===== src/rtl/inst_prefetch_if.sv =====
// Fetch-side and instruction-memory signals of the prefetch buffer.
// The prefetcher is the master: it drives the memory reads and the fetch-stage outputs.
interface inst_prefetch_if;
    logic        i_redirect;
    logic [15:0] i_redirect_addr;
    logic [15:0] o_inst;
    logic [15:0] o_inst_pc;
    logic        o_inst_valid;
    logic        i_inst_ready;
    logic [15:0] o_imem_addr;
    logic        o_imem_rd;
    logic        i_imem_waitrequest;
    logic [15:0] i_imem_rddata;
    logic        i_imem_rddatavalid;

    modport master (
        input  i_redirect, i_redirect_addr, i_inst_ready,
               i_imem_waitrequest, i_imem_rddata, i_imem_rddatavalid,
        output o_inst, o_inst_pc, o_inst_valid, o_imem_addr, o_imem_rd
    );

    modport slave (
        output i_redirect, i_redirect_addr, i_inst_ready,
               i_imem_waitrequest, i_imem_rddata, i_imem_rddatavalid,
        input  o_inst, o_inst_pc, o_inst_valid, o_imem_addr, o_imem_rd
    );
endinterface


===== src/rtl/inst_prefetch.sv =====
// Sequential instruction prefetcher: credit-limited pipelined reads into a show-ahead FIFO,
// with redirect flushing the buffer and discarding responses that were already in flight.
module inst_prefetch #(
    parameter int          DEPTH    = 4,
    parameter logic [15:0] RESET_PC = 16'h0000
) (
    input  logic           clk,
    input  logic           reset,
    inst_prefetch_if.master bus
);
    localparam int AW  = $clog2(DEPTH);
    localparam int CW  = AW + 1;
    localparam int CRW = CW + 2;

    typedef struct packed {
        logic [15:0] inst;
        logic [15:0] pc;
    } entry_t;

    entry_t [DEPTH-1:0] mem_q, mem_d;
    logic [AW-1:0]      wr_ptr_q, wr_ptr_d, rd_ptr_q, rd_ptr_d;
    logic [CW-1:0]      cnt_q, cnt_d, live_q, live_d, disc_q, disc_d;
    logic [15:0]        fetch_pc_q, fetch_pc_d, resp_pc_q, resp_pc_d, addr_q, addr_d;
    logic               rd_q, rd_d, stale_q, stale_d;

    logic               redir, accept, held, push, pop, inst_valid;
    logic [15:0]        redir_pc;
    logic [CRW-1:0]     credit;

    assign inst_valid = (cnt_q != '0);

    always_comb begin
        redir    = bus.i_redirect;
        redir_pc = {bus.i_redirect_addr[15:1], 1'b0};
        accept   = rd_q & ~bus.i_imem_waitrequest;
        held     = rd_q &  bus.i_imem_waitrequest;
        push     = bus.i_imem_rddatavalid & (disc_q == '0) & ~redir;
        pop      = inst_valid & bus.i_inst_ready;

        mem_d      = mem_q;
        wr_ptr_d   = wr_ptr_q;
        rd_ptr_d   = rd_ptr_q;
        resp_pc_d  = resp_pc_q;
        fetch_pc_d = fetch_pc_q;

        if (push) begin
            mem_d[wr_ptr_q].inst = bus.i_imem_rddata;
            mem_d[wr_ptr_q].pc   = resp_pc_q;
            wr_ptr_d  = wr_ptr_q + 1'b1;
            resp_pc_d = resp_pc_q + 16'd2;
        end
        if (pop)
            rd_ptr_d = rd_ptr_q + 1'b1;

        cnt_d  = cnt_q + CW'(push) - CW'(pop);
        live_d = live_q + CW'(accept & ~stale_q) - CW'(push);
        // A stale request is one that was held by waitrequest when a redirect hit.
        disc_d = disc_q + CW'(accept & stale_q)
                 - CW'(bus.i_imem_rddatavalid & (disc_q != '0));
        stale_d = stale_q & ~accept;
        if (accept & ~stale_q)
            fetch_pc_d = fetch_pc_q + 16'd2;

        if (redir) begin
            wr_ptr_d   = '0;
            rd_ptr_d   = '0;
            cnt_d      = '0;
            live_d     = '0;
            fetch_pc_d = redir_pc;
            resp_pc_d  = redir_pc;
            // Every read still owed by memory becomes a discard; a response this cycle settles one.
            disc_d     = disc_q + live_q + CW'(accept) - CW'(bus.i_imem_rddatavalid);
            stale_d    = held;
        end

        credit = CRW'(cnt_d) + CRW'(live_d) + CRW'(disc_d);
        if (held) begin
            rd_d   = 1'b1;
            addr_d = addr_q;
        end else begin
            rd_d   = (credit < CRW'(DEPTH)) & ~(redir & ~rd_q);
            addr_d = fetch_pc_d;
        end
    end

    always_ff @(posedge clk or negedge reset) begin
        if (!reset) begin
            mem_q      <= '0;
            wr_ptr_q   <= '0;
            rd_ptr_q   <= '0;
            cnt_q      <= '0;
            live_q     <= '0;
            disc_q     <= '0;
            fetch_pc_q <= RESET_PC;
            resp_pc_q  <= RESET_PC;
            addr_q     <= RESET_PC;
            rd_q       <= 1'b0;
            stale_q    <= 1'b0;
        end else begin
            mem_q      <= mem_d;
            wr_ptr_q   <= wr_ptr_d;
            rd_ptr_q   <= rd_ptr_d;
            cnt_q      <= cnt_d;
            live_q     <= live_d;
            disc_q     <= disc_d;
            fetch_pc_q <= fetch_pc_d;
            resp_pc_q  <= resp_pc_d;
            addr_q     <= addr_d;
            rd_q       <= rd_d;
            stale_q    <= stale_d;
        end
    end

    assign bus.o_inst       = mem_q[rd_ptr_q].inst;
    assign bus.o_inst_pc    = mem_q[rd_ptr_q].pc;
    assign bus.o_inst_valid = inst_valid;
    assign bus.o_imem_rd    = rd_q;
    assign bus.o_imem_addr  = addr_q;

    a_no_overflow: assert property (@(posedge clk) disable iff (!reset)
        !(push && !pop && cnt_q == CW'(DEPTH)));
endmodule


===== src/flat_wrapper.sv =====
// flat-port wrapper written by rule: the top's interface ports become plain ports
module inst_prefetch_flat 
#(
    parameter int          DEPTH    = 4,
    parameter logic [15:0] RESET_PC = 16'h0000
)
  (clk, reset, bus_i_redirect, bus_i_redirect_addr, bus_i_inst_ready, bus_i_imem_waitrequest, bus_i_imem_rddata, bus_i_imem_rddatavalid, bus_o_inst, bus_o_inst_pc, bus_o_inst_valid, bus_o_imem_addr, bus_o_imem_rd);
  inst_prefetch_if bus_i ();
  input  logic clk;
  input  logic reset;
  input wire logic [$bits(bus_i.i_redirect)-1:0] bus_i_redirect;
  input wire logic [$bits(bus_i.i_redirect_addr)-1:0] bus_i_redirect_addr;
  input wire logic [$bits(bus_i.i_inst_ready)-1:0] bus_i_inst_ready;
  input wire logic [$bits(bus_i.i_imem_waitrequest)-1:0] bus_i_imem_waitrequest;
  input wire logic [$bits(bus_i.i_imem_rddata)-1:0] bus_i_imem_rddata;
  input wire logic [$bits(bus_i.i_imem_rddatavalid)-1:0] bus_i_imem_rddatavalid;
  output wire logic [$bits(bus_i.o_inst)-1:0] bus_o_inst;
  output wire logic [$bits(bus_i.o_inst_pc)-1:0] bus_o_inst_pc;
  output wire logic [$bits(bus_i.o_inst_valid)-1:0] bus_o_inst_valid;
  output wire logic [$bits(bus_i.o_imem_addr)-1:0] bus_o_imem_addr;
  output wire logic [$bits(bus_i.o_imem_rd)-1:0] bus_o_imem_rd;
  assign bus_i.i_redirect = bus_i_redirect;
  assign bus_i.i_redirect_addr = bus_i_redirect_addr;
  assign bus_i.i_inst_ready = bus_i_inst_ready;
  assign bus_i.i_imem_waitrequest = bus_i_imem_waitrequest;
  assign bus_i.i_imem_rddata = bus_i_imem_rddata;
  assign bus_i.i_imem_rddatavalid = bus_i_imem_rddatavalid;
  assign bus_o_inst = bus_i.o_inst;
  assign bus_o_inst_pc = bus_i.o_inst_pc;
  assign bus_o_inst_valid = bus_i.o_inst_valid;
  assign bus_o_imem_addr = bus_i.o_imem_addr;
  assign bus_o_imem_rd = bus_i.o_imem_rd;
  inst_prefetch #(.DEPTH(DEPTH), .RESET_PC(RESET_PC)) u_core (.clk(clk), .reset(reset), .bus(bus_i));
endmodule

===== config.mk =====
export PLATFORM = sky130hd
export DESIGN_NAME = inst_prefetch_flat
export DESIGN_NICKNAME = d
export VERILOG_FILES = /design/src/rtl/inst_prefetch_if.sv /design/src/rtl/inst_prefetch.sv /design/src/flat_wrapper.sv
export SDC_FILE = /design/constraint.sdc
export NUM_CORES = 1
export LEC_CHECK = 0
export ABC_AREA = 1
export CAP_MARGIN = 30
export CORE_ASPECT_RATIO = 0.5
export CORE_MARGIN = 4
export CORE_UTILIZATION = 45
export CTS_CLUSTER_SIZE = 20
export DETAILED_ROUTE_END_ITERATION = 10
export PLACE_DENSITY = 0.68
export SYNTH_ARGS = -nofsm -noshare
export SYNTH_HDL_FRONTEND = slang
export SYNTH_SLANG_ARGS = --single-unit

===== constraint.sdc =====
create_clock -name clk -period 6.05 [get_ports clk]
set_input_delay 1.21 -clock clk [delete_from_list [all_inputs] [get_ports clk]]
set_output_delay 1.21 -clock clk [all_outputs]
set_load 0.02 [all_outputs]

==> impl_metrics.yaml <==
status:
  status: "completed"
timing:
  tightestPinTransition_ns: 1.03
  slew_violations: 0
  setup_viol: 0
  setup_ws_ns: 1.72
  finalCriticalPeriod_ns: 4.33
  grt_setup_unrepaired: "no"
  max-slew-margin-rel: 0.315
  post-route-period-util: 0.716
  hold_viol: 0
  fmax_ghz: 0.231
  setup_tns_ns: 0
  clock_skew_ns: 0.00862
floorplan:
  die_height_um: 110
  die_area_sq_mm: 0.0235
  core_area_sq_mm: 0.0206
  die_w_um: 213
  rows: 37
  initial_utilization: 0.458
  io_pins: 88
power:
  p_leak_nw: 5.12
  sw_frac_of_total: 0.359
  p_clk_frac: 0.269
  p_int_mw: 2.95
  seq_power_share: 0.361
  pwr_density_cell_mw_per_mm2: 421
  ir_drop_mv: 0.199
  p_sw_mw: 1.66
  comb_power_share: 0.370
  totalPowerFinal_mw: 4.61
synthesis:
  synth-seq-cells: 190
  synth_area_per_cell_sq_um: 9.11
  post_synth_num_cell_types: 40
  synthCells: 1036
  yosysSeqAreaShare: 0.504
  syn_area_sq_mm: 0.00944
  syn_nets: 1099
  yosys_warnings: 0
setup_path:
  cpMostUsedCell: "ha_1"
  max_stage_delay_ns: 0.53
  crit_arrival_ns: 4.71
  crit_type: "primary input to flip-flop"
  path_max_fanout: 17
  critical-path-slowest-cell: "clkdlybuf4s50_1"
  path_cells: "clkdlybuf4s50_1, nand4_2, inv_2, nand2_4, inv_12, ha_1, inv_1, ha_1, inv_1, fa_1, nor2_1, fa_1, ha_1, nor4_1, o2111ai_1, nand2_1"
  cp-end-kind: "flip-flop"
  cp.required_ns: 6.43
  start_kind: "primary input"
detailed_routing:
  post-route-drc-count: 0
  met3_length_um: 1110
  ant_nets: 0
  drtPass1Iterations: 5
  top_layer_used: "met4"
  vias: 7296
  wl_um: 22000
  wl_per_cell_um: 15.9
  drtIter0Drc: 602
  via_per_inst: 5.28
  met2_length_um: 9940
  met1Wirelength_um: 10600
place:
  globalplace.congestion: 0.869
  dp_hpwl_um: 13900
  port_buffers: 86
  dpl_worst_slack_ns: 1.26
cts:
  worstSkewPairLatency_ns: 0.43
  hold_buffers: 0
  cts_tree: "built"
  clock-sinks: 190
  cts_setup_buffers: 0
  h-tree-depth: 4
  cts_buffer_depth: 2
  cts_root_buf: "clkbuf_16"
  numCtsBuffers: 17
  clkTransAtPathRegs_ns: 0.07
  ctsResizeCount: 0
final_layout:
  layout-drive-gt1-share: 0.128
  mostFrequentLayoutCell: "nand2_1"
  mostFrequentLayoutCells: "246 x nand2_1, 189 x dfrtp_1, 89 x nor2_1, 85 x clkdlybuf4s50_1, 83 x o21ai_0"
  area_growth_pct: 16.0
  diodes: 0
  fin_nets: 1158
global_route:
  grt_use_total: 0.193
  antenna_found_initial: 0
  grt_overflow_total: 0
  grt_pass1_wl_um: 36900
  grt_max_degree: 191
  grt_pass1_vias: 7186
min_path:
  min_path_type: "flip-flop to flip-flop"
run:
  drv_cap: 0
stage by stage:
| stage | instance area [sq um] | hold slack [ns] | instances | utilization |
|---|---|---|---|---|
| global placement | 10300 | 0.458 | 1349 | 0.500 |
| floorplan | 9440 | 0.450 | 1036 | - |
| detailed placement | 10300 | 0.463 | 1349 | 0.500 |
| global route | 11000 | 0.491 | 1381 | 0.532 |
| CTS | 11000 | 0.481 | 1381 | 0.532 |
| finish | 11000 | 0.480 | 1381 | 0.532 |
power groups by stage:
stage | Clock, mW | Combinational (mW) | Sequential [mW]
floorplan | 0 | 1.07 | 1.67
global placement | 0 | 1.67 | 1.67
detailed placement | 0 | 1.71 | 1.68
CTS | 1.26 | 1.72 | 1.66
global route | 1.31 | 1.90 | 1.69
finish | 1.24 | 1.70 | 1.66
registers in the layout (all words and copies together), names as in the netlist, 3 cells and up:
register                flops
u_core.live_q               3
u_core.bus.o_imem_addr     16
u_core.fetch_pc_q          16
u_core.disc_q               3
u_core.resp_pc_q           15
u_core.cnt_q                3
u_core.mem_q              128
routing by layer:
metal / track usage / vias up
met1: 0.283 / 3558
met4: 0.0553 / 0
met2: 0.295 / 181
li1: - / 3535
met3: 0.0343 / 22
met5: 0 / -
kinds of logic (layout without fill, tap and decap cells):
| kind of cell | count (synthesis) | count (layout) | share of synthesized area |
|---|---|---|---|
| simple gates | 388 | 388 | 0.179 |
| compound gates | 279 | 279 | 0.184 |
| flops | 190 | 190 | 0.504 |
| buf+inv | 136 | 208 | 0.0779 |
| fa+ha+maj | 25 | 25 | 0.0379 |
| xor+xnor | 16 | 16 | 0.0148 |
| mux | 2 | 2 | 0.00212 |
cell usage after synthesis (all sizes together):
master | count | area share
a21boi | 4 | 0.0032
a21oi | 8 | 0.0042
a22oi | 1 | 0.00080
a31oi | 9 | 0.0060
buf | 37 | 0.037
clkbuf | 17 | 0.0068
dfrtp | 190 | 0.50
fa | 6 | 0.013
ha | 19 | 0.025
inv | 82 | 0.034
mux2i | 2 | 0.0021
nand2 | 257 | 0.11
nand3 | 26 | 0.017
nand4 | 6 | 0.0060
nor2 | 95 | 0.041
nor3 | 3 | 0.0021
nor4 | 1 | 0.00066
o2111ai | 1 | 0.00093
o211ai | 7 | 0.0056
o21ai | 213 | 0.14
o21bai | 2 | 0.0016
o221ai | 2 | 0.0019
o22ai | 32 | 0.021
xnor2 | 8 | 0.0074
xor2 | 8 | 0.0074
area by class of cell:
cell class	count	area (sq um)
well taps	273	342
fillers	1855	9650
clock buffers	18	429
clock inverters	14	215
repair buffers	94	935
multi-input cells	710	3950
flip-flops and latches	190	4760
inverters	82	323
critical path, delay by kind of cell:
kind	cells	cell delay [ns]
AO/OA/AOI/OAI	1	0.14
adder cells (fa/ha/maj)	5	1.54
buffers and inverters	5	0.95
AND/OR/NAND/NOR	5	0.87
final timing paths:
| kind | start | end | slack (ns) | cells past startpoint |
|---|---|---|---|---|
| hold / removal | u_core.bus.o_imem_addr[9] | u_core.bus.o_imem_addr[9] | 0.48 | 2 |
| min in group asynchronous | reset | u_core.mem_q[121] | 0.98 | 2 |
| hold reg to reg | u_core.bus.o_imem_addr[9] | u_core.bus.o_imem_addr[9] | 0.48 | 2 |
| setup / recovery | bus_i_imem_rddatavalid | u_core.bus.o_imem_rd | 1.72 | 16 |
| setup reg to reg | u_core.disc_q[1] | u_core.bus.o_imem_rd | 2.54 | 16 |
| max in group asynchronous | reset | u_core.rd_ptr_q[0] | 4.28 | 2 |
Note: power is estimated with default switching activity, not from simulation.
